===== config.mk =====
export PLATFORM = sky130hd
export DESIGN_NAME = alu_arith_seq_flat
export DESIGN_NICKNAME = d
export VERILOG_FILES = /design/src/rtl/alu_arith_seq_if.sv /design/src/rtl/alu_arith_seq.sv /design/src/flat_wrapper.sv
export SDC_FILE = /design/constraint.sdc
export NUM_CORES = 1
export LEC_CHECK = 0
export ABC_AREA = 0
export CAP_MARGIN = 40
export CORE_MARGIN = 2
export CORE_UTILIZATION = 53
export CTS_BUF_LIST = sky130_fd_sc_hd__clkbuf_4 sky130_fd_sc_hd__clkbuf_8
export DETAILED_ROUTE_END_ITERATION = 8
export GPL_TIMING_DRIVEN = 0
export MAX_ROUTING_LAYER = met4
export PLACE_DENSITY = 0.78
export SETUP_SLACK_MARGIN = 0.15
export SYNTH_ARGS = -nofsm -noshare
export SYNTH_HDL_FRONTEND = slang
export SYNTH_SLANG_ARGS = --single-unit

===== constraint.sdc =====
create_clock -name clk_i -period 2.3 [get_ports clk_i]
set_clock_uncertainty 0.15 [all_clocks]
set_input_delay 0.345 -clock clk_i [delete_from_list [all_inputs] [get_ports clk_i]]
set_output_delay 0.345 -clock clk_i [all_outputs]
set_load 0.03 [all_outputs]

===== src/rtl/alu_arith_seq_if.sv =====
// Handshake and operand/result bundle for the chunked arithmetic ALU slice.
// Optional macro ALU_OVF_EN adds the two's-complement overflow flag v_o.
interface alu_arith_seq_if #(
    parameter int WIDTH = 8
);
    logic             start_i;
    logic [WIDTH-1:0] rs_i;
    logic [WIDTH-1:0] op2_i;
    logic [1:0]       alu_op_i;
    logic             carry_i;
    logic             busy_o;
    logic             done_o;
    logic [WIDTH-1:0] res_o;
    logic             cout_o;
    logic             z_o;
`ifdef ALU_OVF_EN
    logic             v_o;
`endif

    modport master (
        output start_i, rs_i, op2_i, alu_op_i, carry_i,
        input  busy_o, done_o, res_o, cout_o, z_o
`ifdef ALU_OVF_EN
        , input v_o
`endif
    );

    modport slave (
        input  start_i, rs_i, op2_i, alu_op_i, carry_i,
        output busy_o, done_o, res_o, cout_o, z_o
`ifdef ALU_OVF_EN
        , output v_o
`endif
    );
endinterface


===== src/rtl/alu_arith_seq.sv =====
// Multi-cycle add/addc/sub/subc ALU slice processing CHUNK bits per clock, LSB first.
// Optional macro ALU_OVF_EN enables the registered overflow flag v_o.
module alu_arith_seq #(
    parameter int WIDTH = 8,
    parameter int CHUNK = 4
) (
    input  logic            clk_i,
    input  logic            rst_n_i,
    alu_arith_seq_if.slave  bus
);
    localparam int NCHUNK = WIDTH / CHUNK;
    localparam int CW     = (NCHUNK > 1) ? $clog2(NCHUNK) : 1;
    localparam logic [CW-1:0] LAST = CW'(NCHUNK - 1);

    typedef enum logic [1:0] {IDLE, RUN, DONE} state_t;

    state_t           state_q, state_d;
    logic [WIDTH-1:0] a_q, b_q, acc_q, res_q;
    logic [CW-1:0]    cnt_q;
    logic             carry_q, sub_q, cout_q, z_q;
    logic             busy, done, accept, last, cin;
    logic [CHUNK:0]   sum;
    logic [WIDTH-1:0] acc_next;
`ifdef ALU_OVF_EN
    logic             v_q, msb_cin;
`endif

    assign accept = bus.start_i && (state_q != RUN);
    assign last   = (cnt_q == LAST);
    assign sum    = {1'b0, a_q[CHUNK-1:0]} + {1'b0, b_q[CHUNK-1:0]} + {{CHUNK{1'b0}}, carry_q};

    // Result is assembled by shifting each new chunk in from the top.
    generate
        if (CHUNK == WIDTH) begin : g_single
            assign acc_next = sum[CHUNK-1:0];
        end else begin : g_multi
            assign acc_next = {sum[CHUNK-1:0], acc_q[WIDTH-1:CHUNK]};
        end
    endgenerate

`ifdef ALU_OVF_EN
    assign msb_cin = a_q[CHUNK-1] ^ b_q[CHUNK-1] ^ sum[CHUNK-1];
`endif

    always_comb begin
        cin = 1'b0;
        case (bus.alu_op_i)
            2'b00:   cin = 1'b0;
            2'b01:   cin = bus.carry_i;
            2'b10:   cin = 1'b1;
            default: cin = ~bus.carry_i;
        endcase
    end

    always_ff @(posedge clk_i or negedge rst_n_i) begin
        if (!rst_n_i) begin
            state_q <= IDLE;
        end else begin
            state_q <= state_d;
        end
    end

    always_comb begin
        state_d = state_q;
        busy    = 1'b0;
        done    = 1'b0;
        case (state_q)
            IDLE: begin
                if (bus.start_i) state_d = RUN;
            end
            RUN: begin
                busy = 1'b1;
                if (last) state_d = DONE;
            end
            DONE: begin
                done    = 1'b1;
                state_d = bus.start_i ? RUN : IDLE;
            end
            default: state_d = IDLE;
        endcase
    end

    // Operands shift right so the active chunk always sits in the low bits.
    always_ff @(posedge clk_i or negedge rst_n_i) begin
        if (!rst_n_i) begin
            a_q     <= '0;
            b_q     <= '0;
            acc_q   <= '0;
            cnt_q   <= '0;
            carry_q <= 1'b0;
            sub_q   <= 1'b0;
            res_q   <= '0;
            cout_q  <= 1'b0;
            z_q     <= 1'b0;
`ifdef ALU_OVF_EN
            v_q     <= 1'b0;
`endif
        end else if (accept) begin
            a_q     <= bus.rs_i;
            b_q     <= bus.alu_op_i[1] ? ~bus.op2_i : bus.op2_i;
            acc_q   <= '0;
            cnt_q   <= '0;
            carry_q <= cin;
            sub_q   <= bus.alu_op_i[1];
        end else if (state_q == RUN) begin
            a_q     <= a_q >> CHUNK;
            b_q     <= b_q >> CHUNK;
            acc_q   <= acc_next;
            carry_q <= sum[CHUNK];
            cnt_q   <= cnt_q + CW'(1);
            if (last) begin
                res_q  <= acc_next;
                cout_q <= sum[CHUNK] ^ sub_q;
                z_q    <= (acc_next == '0);
`ifdef ALU_OVF_EN
                v_q    <= msb_cin ^ sum[CHUNK];
`endif
            end
        end
    end

    assign bus.busy_o = busy;
    assign bus.done_o = done;
    assign bus.res_o  = res_q;
    assign bus.cout_o = cout_q;
    assign bus.z_o    = z_q;
`ifdef ALU_OVF_EN
    assign bus.v_o    = v_q;
`endif
endmodule


===== src/flat_wrapper.sv =====
// flat-port wrapper written by rule: the top's interface ports become plain ports
module alu_arith_seq_flat 
#(
    parameter int WIDTH = 8,
    parameter int CHUNK = 4
)
  (clk_i, rst_n_i, bus_start_i, bus_rs_i, bus_op2_i, bus_alu_op_i, bus_carry_i, bus_busy_o, bus_done_o, bus_res_o, bus_cout_o, bus_z_o);
  alu_arith_seq_if #(.WIDTH(WIDTH)) bus_i ();
  input  logic clk_i;
  input  logic rst_n_i;
  input wire logic [$bits(bus_i.start_i)-1:0] bus_start_i;
  input wire logic [$bits(bus_i.rs_i)-1:0] bus_rs_i;
  input wire logic [$bits(bus_i.op2_i)-1:0] bus_op2_i;
  input wire logic [$bits(bus_i.alu_op_i)-1:0] bus_alu_op_i;
  input wire logic [$bits(bus_i.carry_i)-1:0] bus_carry_i;
  output wire logic [$bits(bus_i.busy_o)-1:0] bus_busy_o;
  output wire logic [$bits(bus_i.done_o)-1:0] bus_done_o;
  output wire logic [$bits(bus_i.res_o)-1:0] bus_res_o;
  output wire logic [$bits(bus_i.cout_o)-1:0] bus_cout_o;
  output wire logic [$bits(bus_i.z_o)-1:0] bus_z_o;
  assign bus_i.start_i = bus_start_i;
  assign bus_i.rs_i = bus_rs_i;
  assign bus_i.op2_i = bus_op2_i;
  assign bus_i.alu_op_i = bus_alu_op_i;
  assign bus_i.carry_i = bus_carry_i;
  assign bus_busy_o = bus_i.busy_o;
  assign bus_done_o = bus_i.done_o;
  assign bus_res_o = bus_i.res_o;
  assign bus_cout_o = bus_i.cout_o;
  assign bus_z_o = bus_i.z_o;
  alu_arith_seq #(.WIDTH(WIDTH), .CHUNK(CHUNK)) u_core (.clk_i(clk_i), .rst_n_i(rst_n_i), .bus(bus_i));
endmodule

==> flow_summary.yaml, run 1 <==
status:
  status: "finished, final reports clean"
die:
  io_pins: 34
  die_h_um: 60.2
  die-area_um2: 3620
  die_w_um: 60.2
  start_util: 0.552
  core_um2: 3030
  row_count: 20
pwr:
  ir_drop_v: 0.000557
  power_density_nw_per_um2: 1320
  total_power_w: 0.00280
  p_leak_nw: 0.971
critical_path:
  required_ns: 2.43
  crit_path_top_delay_cell: "fa_2"
  setup.worst_path.start_class: "flop"
  critical_path.cell_chain: "inv_1, fa_2, fa_2, nand3_1, nor3b_2, a22o_1"
  slowest_delay_ns: 0.58
  cp-end-kind: "flop"
  crit_arrival_ns: 2.19
  worst-path-max-fanout: 3
  cpMostUsedCell: "fa_2"
  path_class: "reg2reg"
global_route:
  grt.total_usage: 0.219
  antenna_found_initial: 0
  grt_start_max_net_pins: 36
  grt_pass1_wl_um: 5580
  grt_pass1_vias: 1286
  overflow: 0
worst_hold_path:
  worst_hold_path_type: "in2reg"
yosys:
  yosysSeqAreaShare: 0.524
  synth_ff_type: "dfrtp_1"
  syn_area_um2: 1670
  syn-num-nets: 194
  yosysMostFrequentCell: "dfrtp_1"
  synth.top_cell.area_share: 0.524
  yosysWarnings: 0
  synth_top_cell_by_area: "dfrtp_1"
  postSynth.asyncResetShare: 1.00
  synthTopCellsByArea: "dfrtp_1 52%, nand2_1 6.3%, mux2i_1 4.8%"
  synth-edff-count: 0
  ys_types: 27
  yosys-top-cells-count: "35 x dfrtp_1, 28 x nand2_1, 16 x o21ai_0"
  syn_inst: 167
  avgSynthCellArea_um2: 10.0
  ys_ff_latch: 35
timing:
  rsz0062_at_grt: "no"
  worst_pin_slew_ns: 0.772
  finalCriticalPeriod_ns: 2.07
  hold_viol_final: 0
  period_share: 0.898
  finalSetupTns_ns: 0
  drv_slew: 0
  setup_viol_count_final: 0
  slew_headroom: 0.485
  max_freq_mhz: 484
layout:
  drive_gt1_frac: 0.130
  multi_input_area_um2: 726
  finalNonFillerCells: 252
  fillers: 241
  areaGrowthSynthToFinish_pct: 27.0
  regArea_um2: 876
  fin_nets: 234
  diodes: 0
route:
  drtAntennaViolNets: 0
  drc: 0
  viasPerCell: 5.01
  first_pass_iters: 4
  routed_wl_um: 3320
  wl_per_cell_um: 13.2
  drtIter0Drc: 31
  via_count: 1263
clock_network:
  cts.sink_count: 35
  cts-root-buf: "clkbuf_4"
  cts_tree: "done"
  clock_latency_ns: 0.33
  htree_levels: 2
  cts.clk_slew.worst_paths_ns: 0.10
  cts_buffer_depth: 2
  cts_buffers: 5
job:
  cap_viol_max_count: 0
placement:
  numPortBuffers: 32
  dp_hpwl_um: 2470
  placedCellCount: 243
  gp_congestion: 0.832
state kept, by name, summed over array words and instances, names as in the netlist:
name / cells
u_core.b_q: 8
u_core.state_q: 2
u_core.a_q: 8
u_core.acc_q: 4
u_core.carry_q: 1
u_core.bus.z_o: 1
u_core.bus.cout_o: 1
u_core.sub_q: 1
u_core.bus.res_o: 8
u_core.cnt_q: 1
report_power, final:
| part | internal (W) | switching (W) |
|---|---|---|
| Combinational | 0.000580 | 0.000822 |
| Clock | 0.000143 | 0.000193 |
| Sequential | 0.000890 | 0.000175 |
metrics by stage:
stage	hold slack, ns	utilization	setup slack (ns)	cell area [um2]
5_1_grt	0.187	0.701	0.145	2120
3_3_place_gp	0.308	0.676	0.0529	2050
6_report	0.197	0.701	0.234	2120
4_1_cts	0.182	0.696	0.153	2110
3_5_place_dp	0.313	0.674	0.176	2040
2_1_floorplan	-0.101	-	0.315	1670
worst paths after layout:
check	start	endpoint	slack, ns	cells after the start
hold / removal	bus_alu_op_i[1]	u_core.sub_q$_DFFE_PN0P_	0.20	3
setup / recovery	u_core.carry_q$_DFFE_PN0P_	u_core.bus.z_o$_DFFE_PN0P_	0.23	6
min in group asynchronous	rst_n_i	u_core.state_q[0]$_DFFE_PN0P_	0.46	2
setup reg to reg	u_core.carry_q$_DFFE_PN0P_	u_core.bus.z_o$_DFFE_PN0P_	0.23	6
hold reg to reg	u_core.bus.res_o[1]$_DFFE_PN0P_	u_core.bus.res_o[1]$_DFFE_PN0P_	0.33	2
max in group asynchronous	rst_n_i	u_core.a_q[5]$_DFFE_PN0P_	1.04	2
layout by cell type, fill, tap and decap left out:
cell type	count
xnor2_1	9
buf_4	4
o21ai_0	16
nor3b_2	1
xor2_1	1
clkinv_2	1
a22o_1	1
dfrtp_1	35
o21ai_1	3
nor2_1	13
a211o_1	1
nor2b_2	1
xor2_2	1
o22ai_1	1
a21o_1	1
o21ai_2	1
clkbuf_2	1
fa_2	2
clkbuf_4	7
a21oi_1	7
nand2b_4	1
buf_2	5
nor2b_1	1
ha_1	3
nor4_1	1
nand4_1	1
clkinv_4	1
nand2_1	28
dlygate4sd3_1	1
nand2_4	1
a211oi_1	4
mux2i_1	8
inv_1	8
clkdlybuf4s50_1	30
nand3_1	8
per-layer routing:
metal  track usage  up-vias  wire (um)
li1              -      636          -
met1         0.230      587       1320
met2         0.401       36       1810
met3        0.0584        4        161
met4        0.0571        0         30
met5             -        -          0
critical path, delay by kind of cell, from the launching register on:
kind / cells / cell delay [ns]
DFF: 1 / 0.37
and+or+nand+nor: 2 / 0.27
buffers and inverters: 1 / 0.07
AOI/OAI and AO/OA: 1 / 0.15
adders and majority gates: 2 / 0.99
cells by family after synthesis:
family | after synthesis | synth area share
and+or+nand+nor | 56 | 0.153
AOI/OAI and AO/OA | 35 | 0.118
xor gates and xnor gates | 11 | 0.0576
DFF | 35 | 0.524
buffers and inverters | 17 | 0.0531
adders and majority gates | 5 | 0.0464
muxes | 8 | 0.0479
area by class of cell:
type                       count  area share
tap                           44      0.0259
clock buffer                   7      0.0247
clock inverter                 1     0.00236
buffer                         8      0.0236
inverter                       9      0.0183
sequential                    35       0.412
timing repair buffer          33       0.151
multi-input combinational    115       0.342
what timing repair did:
item / CTS / global route
setup endpoints to repair: 1 / 3
endpoints found under the hold margin: 35 / 0
pin swaps: 0 / 1
setup buffers: 0 / 0
hold buffers: 1 / 0
resized for setup: 1 / 7
Note: power is estimated with default switching activity, not from simulation.
==> inputs of run 2 (changes only) <==
==> constraint.sdc (replaced) <==
create_clock -name clk_i -period 2.3 [get_ports clk_i]
set_clock_uncertainty 0.15 [all_clocks]
set_input_delay 0.345 -clock clk_i [delete_from_list [all_inputs] [get_ports clk_i]]
set_output_delay 0.345 -clock clk_i [all_outputs]
set_load 0.1 [all_outputs]
==> flow_summary.yaml, run 2 (same netlist as run 1, synthesis figures left out) <==
job:
  cap_viol_max_count: 0
die:
  io_pins: 34
  start_util: 0.552
  die_h_um: 60.2
  die_w_um: 60.2
  die-area_um2: 3620
  row_count: 20
  core_um2: 3030
route:
  via_count: 1322
  drtAntennaViolNets: 0
  drtIter0Drc: 60
  first_pass_iters: 4
  drc: 0
  viasPerCell: 5.08
  wl_per_cell_um: 13.0
  routed_wl_um: 3390
timing:
  finalCriticalPeriod_ns: 2.07
  setup_viol_count_final: 0
  drv_slew: 0
  max_freq_mhz: 484
  period_share: 0.899
  rsz0062_at_grt: "no"
  finalSetupTns_ns: 0
  worst_pin_slew_ns: 0.756
  hold_viol_final: 0
  slew_headroom: 0.496
placement:
  dp_hpwl_um: 2630
  placedCellCount: 255
  placed_area_um2: 2220
  numPortBuffers: 32
  gp_congestion: 0.786
layout:
  areaGrowthSynthToFinish_pct: 38.2
  final_util: 0.763
  diodes: 0
  fin_area_um2: 2310
  fin_nets: 243
  fillers: 213
  finalNonFillerCells: 260
  drive_gt1_frac: 0.167
  final_common_cell: "dfrtp_1"
  final_cell_mix: "35 x dfrtp_1, 29 x clkdlybuf4s50_1, 28 x nand2_1"
critical_path:
  setup.worst_path.start_class: "flop"
  path_class: "reg2reg"
  reg2reg_from: "u_core.a_q[0]$_DFFE_PN0P_"
  worst-path-max-fanout: 3
  rrSetupSlack_ns: 0.23
  rr_worst_depth: 7
  crit_end: "u_core.bus.cout_o$_DFFE_PN0P_"
  worstReg2RegEnd: "u_core.bus.cout_o$_DFFE_PN0P_"
  cp-end-kind: "flop"
  required_ns: 2.43
  crit_arrival_ns: 2.20
  crit_start: "u_core.a_q[0]$_DFFE_PN0P_"
global_route:
  grt.total_usage: 0.224
  antenna_found_initial: 0
  grt_pass1_vias: 1408
  overflow: 0
  grt_pass1_wl_um: 5820
  grt_start_max_net_pins: 36
clock_network:
  cts.sink_count: 35
  clock_latency_ns: 0.34
  cts_tree: "done"
  cts_buffers: 5
  cts-root-buf: "clkbuf_4"
  cts_buffer_depth: 2
  cts.clk_slew.worst_paths_ns: 0.10
  htree_levels: 2
pwr:
  total_power_w: 0.00371
  ir_drop_v: 0.000932
  p_leak_nw: 1.05
  power_density_nw_per_um2: 1600
status:
  status: "finished, final reports clean"
worst_hold_path:
  worst_hold_path_type: "in2reg"
-- run 2: cell types whose count changed in the layout (fill, tap and decap cells not counted) --
| cell | delta |
|---|---|
| bufinv_16 | +1 |
| clkdlybuf4s50_1 | -1 |
| clkbuf_2 | -1 |
| clkbuf_4 | -1 |
| clkinv_2 | -1 |
| buf_12 | +2 |
| buf_2 | -1 |
| buf_8 | +10 |
-- run 2: what timing repair did --
action                                  4_1_cts  5_1_grt
setup buffers                                 0        0
gates resized for setup                       1        5
pin swaps                                     0        2
hold buffers                                  1        0
endpoints found under the hold margin        35        0
endpoints found under the setup margin        1        4
-- run 2: cell type report --
cell class / count / area (um2) / area share
Sequential cell: 35 / 876 / 0.379
Multi-Input combinational cell: 115 / 726 / 0.314
Timing Repair Buffer: 43 / 495 / 0.214
Tap cell: 44 / 55.1 / 0.0238
Clock buffer: 6 / 45.0 / 0.0195
Buffer: 7 / 45.0 / 0.0195
Inverter: 9 / 38.8 / 0.0168
Clock inverter: 1 / 30.0 / 0.0130
-- run 2: metal layers --
metal | part of all wire | global-route usage
met4 | 0.0091 | 0.0540
met5 | 0 | -
met3 | 0.048 | 0.0606
met2 | 0.56 | 0.427
met1 | 0.38 | 0.222
-- run 2: worst min-delay path by stage --
stage                                    startpoint  slack (ns)  cells past startpoint                              end
floorplan                                   rst_n_i       -0.10                      0        u_core.a_q[0]$_DFFE_PN0P_
global placement    u_core.bus.res_o[0]$_DFFE_PN0P_        0.31                      2  u_core.bus.res_o[0]$_DFFE_PN0P_
detailed placement                          rst_n_i        0.31                      1    u_core.state_q[1]$_DFFE_PN0P_
CTS                                 bus_alu_op_i[1]        0.19                      3         u_core.sub_q$_DFFE_PN0P_
global route                        bus_alu_op_i[1]        0.18                      3         u_core.sub_q$_DFFE_PN0P_
finish                              bus_alu_op_i[1]        0.19                      3         u_core.sub_q$_DFFE_PN0P_
-- run 2: through the flow --
stage	hold slack, ns	worst slack [ns]
detailed placement	0.311	0.183
global route	0.178	0.135
floorplan	-0.101	0.314
finish	0.192	0.233
global placement	0.307	-0.193
CTS	0.190	0.153
-- run 2: critical path: stages, from the launching register on --
cell	delay (ns)
dfrtp_1	0.36
inv_1	0.07
fa_2	0.41
fa_2	0.40
nor2b_1	0.15
o21ai_2	0.08
a211o_1	0.30
nand3_1	0.08
-- run 2: where the power goes --
group | switching (W) | total (W) | internal (W)
clock network | 0.000194 | 0.000430 | 0.000236
logic | 0.00138 | 0.00221 | 0.000823
registers | 0.000180 | 0.00107 | 0.000890
==> patch 1, RTL diff (config.mk and constraints of run 1) <==
Encoding of `state_t`: now one-hot (3 bits for 3 states).
--- a/src/rtl/alu_arith_seq.sv
+++ b/src/rtl/alu_arith_seq.sv
@@ -12,7 +12,7 @@
     localparam int CW     = (NCHUNK > 1) ? $clog2(NCHUNK) : 1;
     localparam logic [CW-1:0] LAST = CW'(NCHUNK - 1);
 
-    typedef enum logic [1:0] {IDLE, RUN, DONE} state_t;
+    typedef enum logic [2:0] {IDLE = 3'b001, RUN = 3'b010, DONE = 3'b100} state_t;
 
     state_t           state_q, state_d;
     logic [WIDTH-1:0] a_q, b_q, acc_q, res_q;
Check against the original RTL: same outputs for any inputs over 10 cycles, from zero or initial values and one cycle with rst_n_i low; not proved beyond that.
==> patch 1 against run 1 <==
Total power decreased by 4.0%. Area after synthesis increased by 3.3%. Count of clock-buffer cells in the layout fell by 1. Maximum frequency is 9.9% lower. Sequential cell count increased by 1. Setup slack got worse by 0.23 ns. Combinational power decreased by 11%. Wire length rose by 9.0%. Cell area increased by 2.6%.
==> patch 1: results (changes against run 1) <==
NUMBER_OF_GLOBAL_ROUTE_VIAS_BEFORE_REPAIR=1206  # was 1286
INTERNAL_POWER_SUMMED_OVER_ALL_CELLS_W=0.00162  # was 0.00161 W
MAX_SLEW_MARGIN_PCT=46.4  # was 48.5%
DRIVE_ABOVE_1_SHARE_PCT=15.9  # was 13.0%
DR_TOTAL_VIAS=1259  # was 1263
CLK_PIN_SLEW_WORST_PATHS_NS=0.12  # was 0.10 ns
SYNTH.TOP_CELLS.BY_AREA='sky130_fd_sc_hd__dfrtp_1 51%, sky130_fd_sc_hd__o21ai_0 6.4%, sky130_fd_sc_hd__mux2i_1 4.6%'  # was sky130_fd_sc_hd__dfrtp_1 52%, sky130_fd_sc_hd__nand2_1 6.3%, sky130_fd_sc_hd__mux2i_1 4.8%
RUN_STATUS='finished clean'  # unchanged
RR_STARTPOINT='u_core.a_q[0]'  # was u_core.carry_q
GP_CONGESTION=0.781  # was 0.832
UNIQUE_MASTERS_POST_SYNTH=31  # was 27
SYNTH_COMMONEST_CELLS='35 x sky130_fd_sc_hd__dfrtp_1, 22 x sky130_fd_sc_hd__o21ai_0, 20 x sky130_fd_sc_hd__nand2_1'  # was 35 x sky130_fd_sc_hd__dfrtp_1, 28 x sky130_fd_sc_hd__nand2_1, 16 x sky130_fd_sc_hd__o21ai_0
OVERALL_GLOBAL_ROUTING_USAGE_PCT=22.0  # was 21.9%
DETAILED_PLACE.AREA_UM2=2090  # was 2040 um^2
PRECTSSETUPSLACK_NS=-0.104  # was 0.176 ns
DETAILEDROUTE.FIRSTITERATIONVIOLATIONS=63  # was 31
HPWL_UM=2580  # was 2470 um
WORSTSETUPSTARTPOINT='u_core.a_q[0]'  # was u_core.carry_q
MAPPEDNETLISTNETS=183  # was 194
STATIC-LEAKAGE-POWER_nW=0.954  # was 0.971 nW
COUNT_OF_INPUT_AND_OUTPUT_BUFFERS=31  # was 32
SYNTH-SEQ-AREA-SHARE_PCT=52.2  # was 52.4%
GRT_START_MAX_NET_PINS=37  # was 36
NETS=221  # was 234
WORST_EP_ARRIVAL_TIME_NS=2.43  # was 2.19 ns
WORST_IR_DROP_VDD_mV=0.528  # was 0.557 mV
patch 1: kinds of logic (layout without fill, tap and decap cells):
logic type | Yosys count | in the layout | share of synthesized area, %
AND/OR/NAND/NOR | 41 | 41 | 11.8
adder cells (fa/ha/maj) | 5 | 5 | 4.49
XOR/XNOR | 12 | 12 | 6.09
AO/OA/AOI/OAI | 35 | 35 | 11.7
flip-flops | 36 | 36 | 52.2
multiplexers | 15 | 15 | 9.64
buffers and inverters | 12 | 51 | 4.06
patch 1: layout make-up:
| type | count | area (um^2) | area share (%) |
|---|---|---|---|
| Buffer | 9 | 52.6 | 2.41 |
| Tap cell | 44 | 55.1 | 2.53 |
| Timing Repair Buffer | 32 | 313 | 14.4 |
| Sequential cell | 36 | 902 | 41.4 |
| Inverter | 2 | 12.5 | 0.574 |
| Multi-Input combinational cell | 108 | 782 | 35.9 |
| Clock inverter | 2 | 10.0 | 0.460 |
| Clock buffer | 6 | 51.3 | 2.35 |
patch 1: metal layers:
metal,wire [um],global-route usage [%],vias to the layer above
met5,0,-,-
met2,1820,34.3,23
met1,1620,27.6,625
met3,129,6.93,5
met4,43,6.52,0
li1,-,-,606
patch 1: path summary, 6_finish.rpt:
check | cells after the start | endpoint | slack (ns)
setup / recovery | 5 | u_core.bus.z_o | 0.006
hold / removal | 3 | u_core.sub_q | 0.33
setup reg to reg | 5 | u_core.bus.z_o | 0.006
hold reg to reg | 2 | u_core.bus.res_o[6] | 0.34
max in group asynchronous | 2 | u_core.a_q[3] | 1.02
min in group asynchronous | 2 | u_core.bus.res_o[1] | 0.46
patch 1: worst max-delay path, delay by kind of cell (launching register included):
kind | cells | cell delay, ns
flops | 1 | 0.42
simple gates | 2 | 0.58
fa+ha+maj | 2 | 0.90
compound gates | 1 | 0.19
patch 1: through the flow:
stage	total power, W	hold WS, ns	TNS [ns]	cells	utilization, %
after CTS	0.00262	0.316	-0.0516	240	70.3
after floorplan	0.00184	-0.101	0	156	-
after global routing	0.00287	0.330	-0.0262	239	70.8
after global placement	0.00220	0.313	-0.0651	231	68.0
final	0.00269	0.333	0	239	70.8
after detailed placement	0.00226	0.315	-0.115	231	67.9
patch 1: power groups by stage:
stage / Combinational, W / Clock (W) / Sequential (W)
2_1_floorplan: 0.000630 / 0 / 0.00121
3_3_place_gp: 0.00113 / 0 / 0.00107
3_5_place_dp: 0.00116 / 0 / 0.00109
4_1_cts: 0.00118 / 0.000364 / 0.00108
5_1_grt: 0.00135 / 0.000387 / 0.00113
6_report: 0.00124 / 0.000354 / 0.00110
patch 1: timing repair:
action / 4_1_cts / 5_1_grt
hold buffers: 1 / 0
buffers inserted: 0 / 0
hold endpoints to repair: 35 / 0
setup endpoints to repair: 4 / 4
pin swaps: 2 / 1
resized for setup: 5 / 8
==> patch 2, RTL diff (settings of run 1) <==
Without the edit above. `CHUNK` is set to 4 in 2 places; all go to 8.
--- a/src/rtl/alu_arith_seq.sv
+++ b/src/rtl/alu_arith_seq.sv
@@ -2,7 +2,7 @@
 // Optional macro ALU_OVF_EN enables the registered overflow flag v_o.
 module alu_arith_seq #(
     parameter int WIDTH = 8,
-    parameter int CHUNK = 4
+    parameter int CHUNK = 8
 ) (
     input  logic            clk_i,
     input  logic            rst_n_i,
--- a/src/flat_wrapper.sv
+++ b/src/flat_wrapper.sv
@@ -2,7 +2,7 @@
 module alu_arith_seq_flat 
 #(
     parameter int WIDTH = 8,
-    parameter int CHUNK = 4
+    parameter int CHUNK = 8
 )
   (clk_i, rst_n_i, bus_start_i, bus_rs_i, bus_op2_i, bus_alu_op_i, bus_carry_i, bus_busy_o, bus_done_o, bus_res_o, bus_cout_o, bus_z_o);
   alu_arith_seq_if #(.WIDTH(WIDTH)) bus_i ();
Check against the original RTL: not equivalent (a bounded check fails within 4 cycles, from zero or initial values and one cycle with rst_n_i low).
==> patch 2 against run 1 <==
Worst hold slack better by 0.067 ns. Sequential cell count down 4. Sequential power down 15%. Cell area down 3.1%. Wire length down 8.0%. Total power down 6.8%. Maximum frequency down 6.9%. Area after synthesis down 2.9%. Setup slack worse by 0.15 ns. Largest power group unchanged.
==> patch 2: results (changes against run 1) <==
GROUTE.LAYER.MET2.USAGE_PCT=33.6  # was 40.1%
STATIC-LEAKAGE-POWER_nW=0.944  # was 0.971 nW
SYNTH-SEQ-AREA-SHARE_PCT=47.8  # was 52.4%
GRT_START_MAX_NET_PINS=17  # was 36
MAX_SLEW_MARGIN_PCT=48.4  # was 48.5%
CPPEAKSTAGEDELAY_NS=0.39  # was 0.58 ns
POST-PLACE-CELLS=220  # was 243
DRIVE_ABOVE_1_SHARE_PCT=13.5  # was 13.0%
WORST_EP_ARRIVAL_TIME_NS=2.31  # was 2.19 ns
SYNTH.TOP_CELLS.BY_AREA='sky130_fd_sc_hd__dfrtp_1 48%, sky130_fd_sc_hd__xnor2_1 6.5%, sky130_fd_sc_hd__ha_1 5.4%'  # was sky130_fd_sc_hd__dfrtp_1 52%, sky130_fd_sc_hd__nand2_1 6.3%, sky130_fd_sc_hd__mux2i_1 4.8%
POST_DRT_VIA_CELL_RATIO=5.39  # was 5.01
WIRE_LENGTH_OF_THE_FIRST_GLOBAL_ROUTING_PASS_UM=5060  # was 5580 um
NUMBER_OF_GLOBAL_ROUTE_VIAS_BEFORE_REPAIR=1159  # was 1286
UNIQUE_MASTERS_POST_SYNTH=31  # was 27
UTILIZATION_OF_THE_CORE_AFTER_ROUTING_PCT=69.1  # was 70.1%
SYNTH_COMMONEST_CELLS='31 x sky130_fd_sc_hd__dfrtp_1, 18 x sky130_fd_sc_hd__nor2_1, 12 x sky130_fd_sc_hd__nand2_1, 12 x sky130_fd_sc_hd__xnor2_1, 9 x sky130_fd_sc_hd__o21ai_0'  # was 35 x sky130_fd_sc_hd__dfrtp_1, 28 x sky130_fd_sc_hd__nand2_1, 16 x sky130_fd_sc_hd__o21ai_0
OVERALL_GLOBAL_ROUTING_USAGE_PCT=20.4  # was 21.9%
RUN_STATUS='finished clean'  # unchanged
FINALNONFILLERCELLS=226  # was 252
LAYOUT.FILLER_CELLS=244  # was 241
SYNTH_CELLS=155  # was 167
INTERNAL_POWER_SUMMED_OVER_ALL_CELLS_W=0.00153  # was 0.00161 W
POST_ROUTE_WL_UM=3050  # was 3320 um
POST-LAYOUT-TOTAL-POWER_W=0.00261  # was 0.00280 W
SEQ_CELL_POWER_W=0.000896  # was 0.00106 W
==> patch 2: cell families after synthesis <==
| group | share of synthesized area (%) |
|---|---|
| buffers and inverters | 3.62 |
| DFF | 47.8 |
| muxes | 7.71 |
| xor gates and xnor gates | 8.10 |
| and+or+nand+nor | 11.3 |
| AOI/OAI and AO/OA | 13.6 |
| adders and majority gates | 7.86 |
==> patch 2: path summary, 6_finish.rpt <==
| path | from | cells after the start | to | slack [ns] |
|---|---|---|---|---|
| min in group asynchronous | rst_n_i | 1 | u_core.state_q[1] | 0.32 |
| max | u_core.carry_q | 9 | u_core.bus.cout_o | 0.08 |
| max in group asynchronous | rst_n_i | 2 | u_core.a_q[2] | 1.14 |
| max reg2reg | u_core.carry_q | 9 | u_core.bus.cout_o | 0.08 |
| min | bus_start_i | 3 | u_core.b_q[3] | 0.26 |
| min reg2reg | u_core.bus.res_o[1] | 2 | u_core.bus.res_o[1] | 0.33 |
==> patch 2: area by class of cell <==
cell class	count	area share [%]
inverters	7	1.28
plain buffers	7	1.64
flip-flops and latches	31	37.7
multi-input cells	110	39.0
clock buffers	6	2.19
well taps	33	2.01
repair buffers	32	16.2
==> patch 2: repair_timing <==
item,4_1_cts,5_1_grt
gates resized for setup,5,3
setup endpoints to repair,4,4
cloned,0,0
pin swaps,4,3
hold endpoints to repair,0,0
==> patch 2: metrics by stage <==
stage,setup TNS (ns),hold WS (ns)
detailed placement,0,0.319
global placement,0,0.310
finish,0,0.264
floorplan,0,-0.101
global route,-0.0724,0.264
CTS,0,0.249
==> patch 2: layer usage <==
metal	routed length (um)	share of wire, %	up-vias
met5	0	0	-
met4	50	1.6	0
met3	146	4.8	7
met2	1530	50	33
met1	1320	43	579
li1	-	-	599
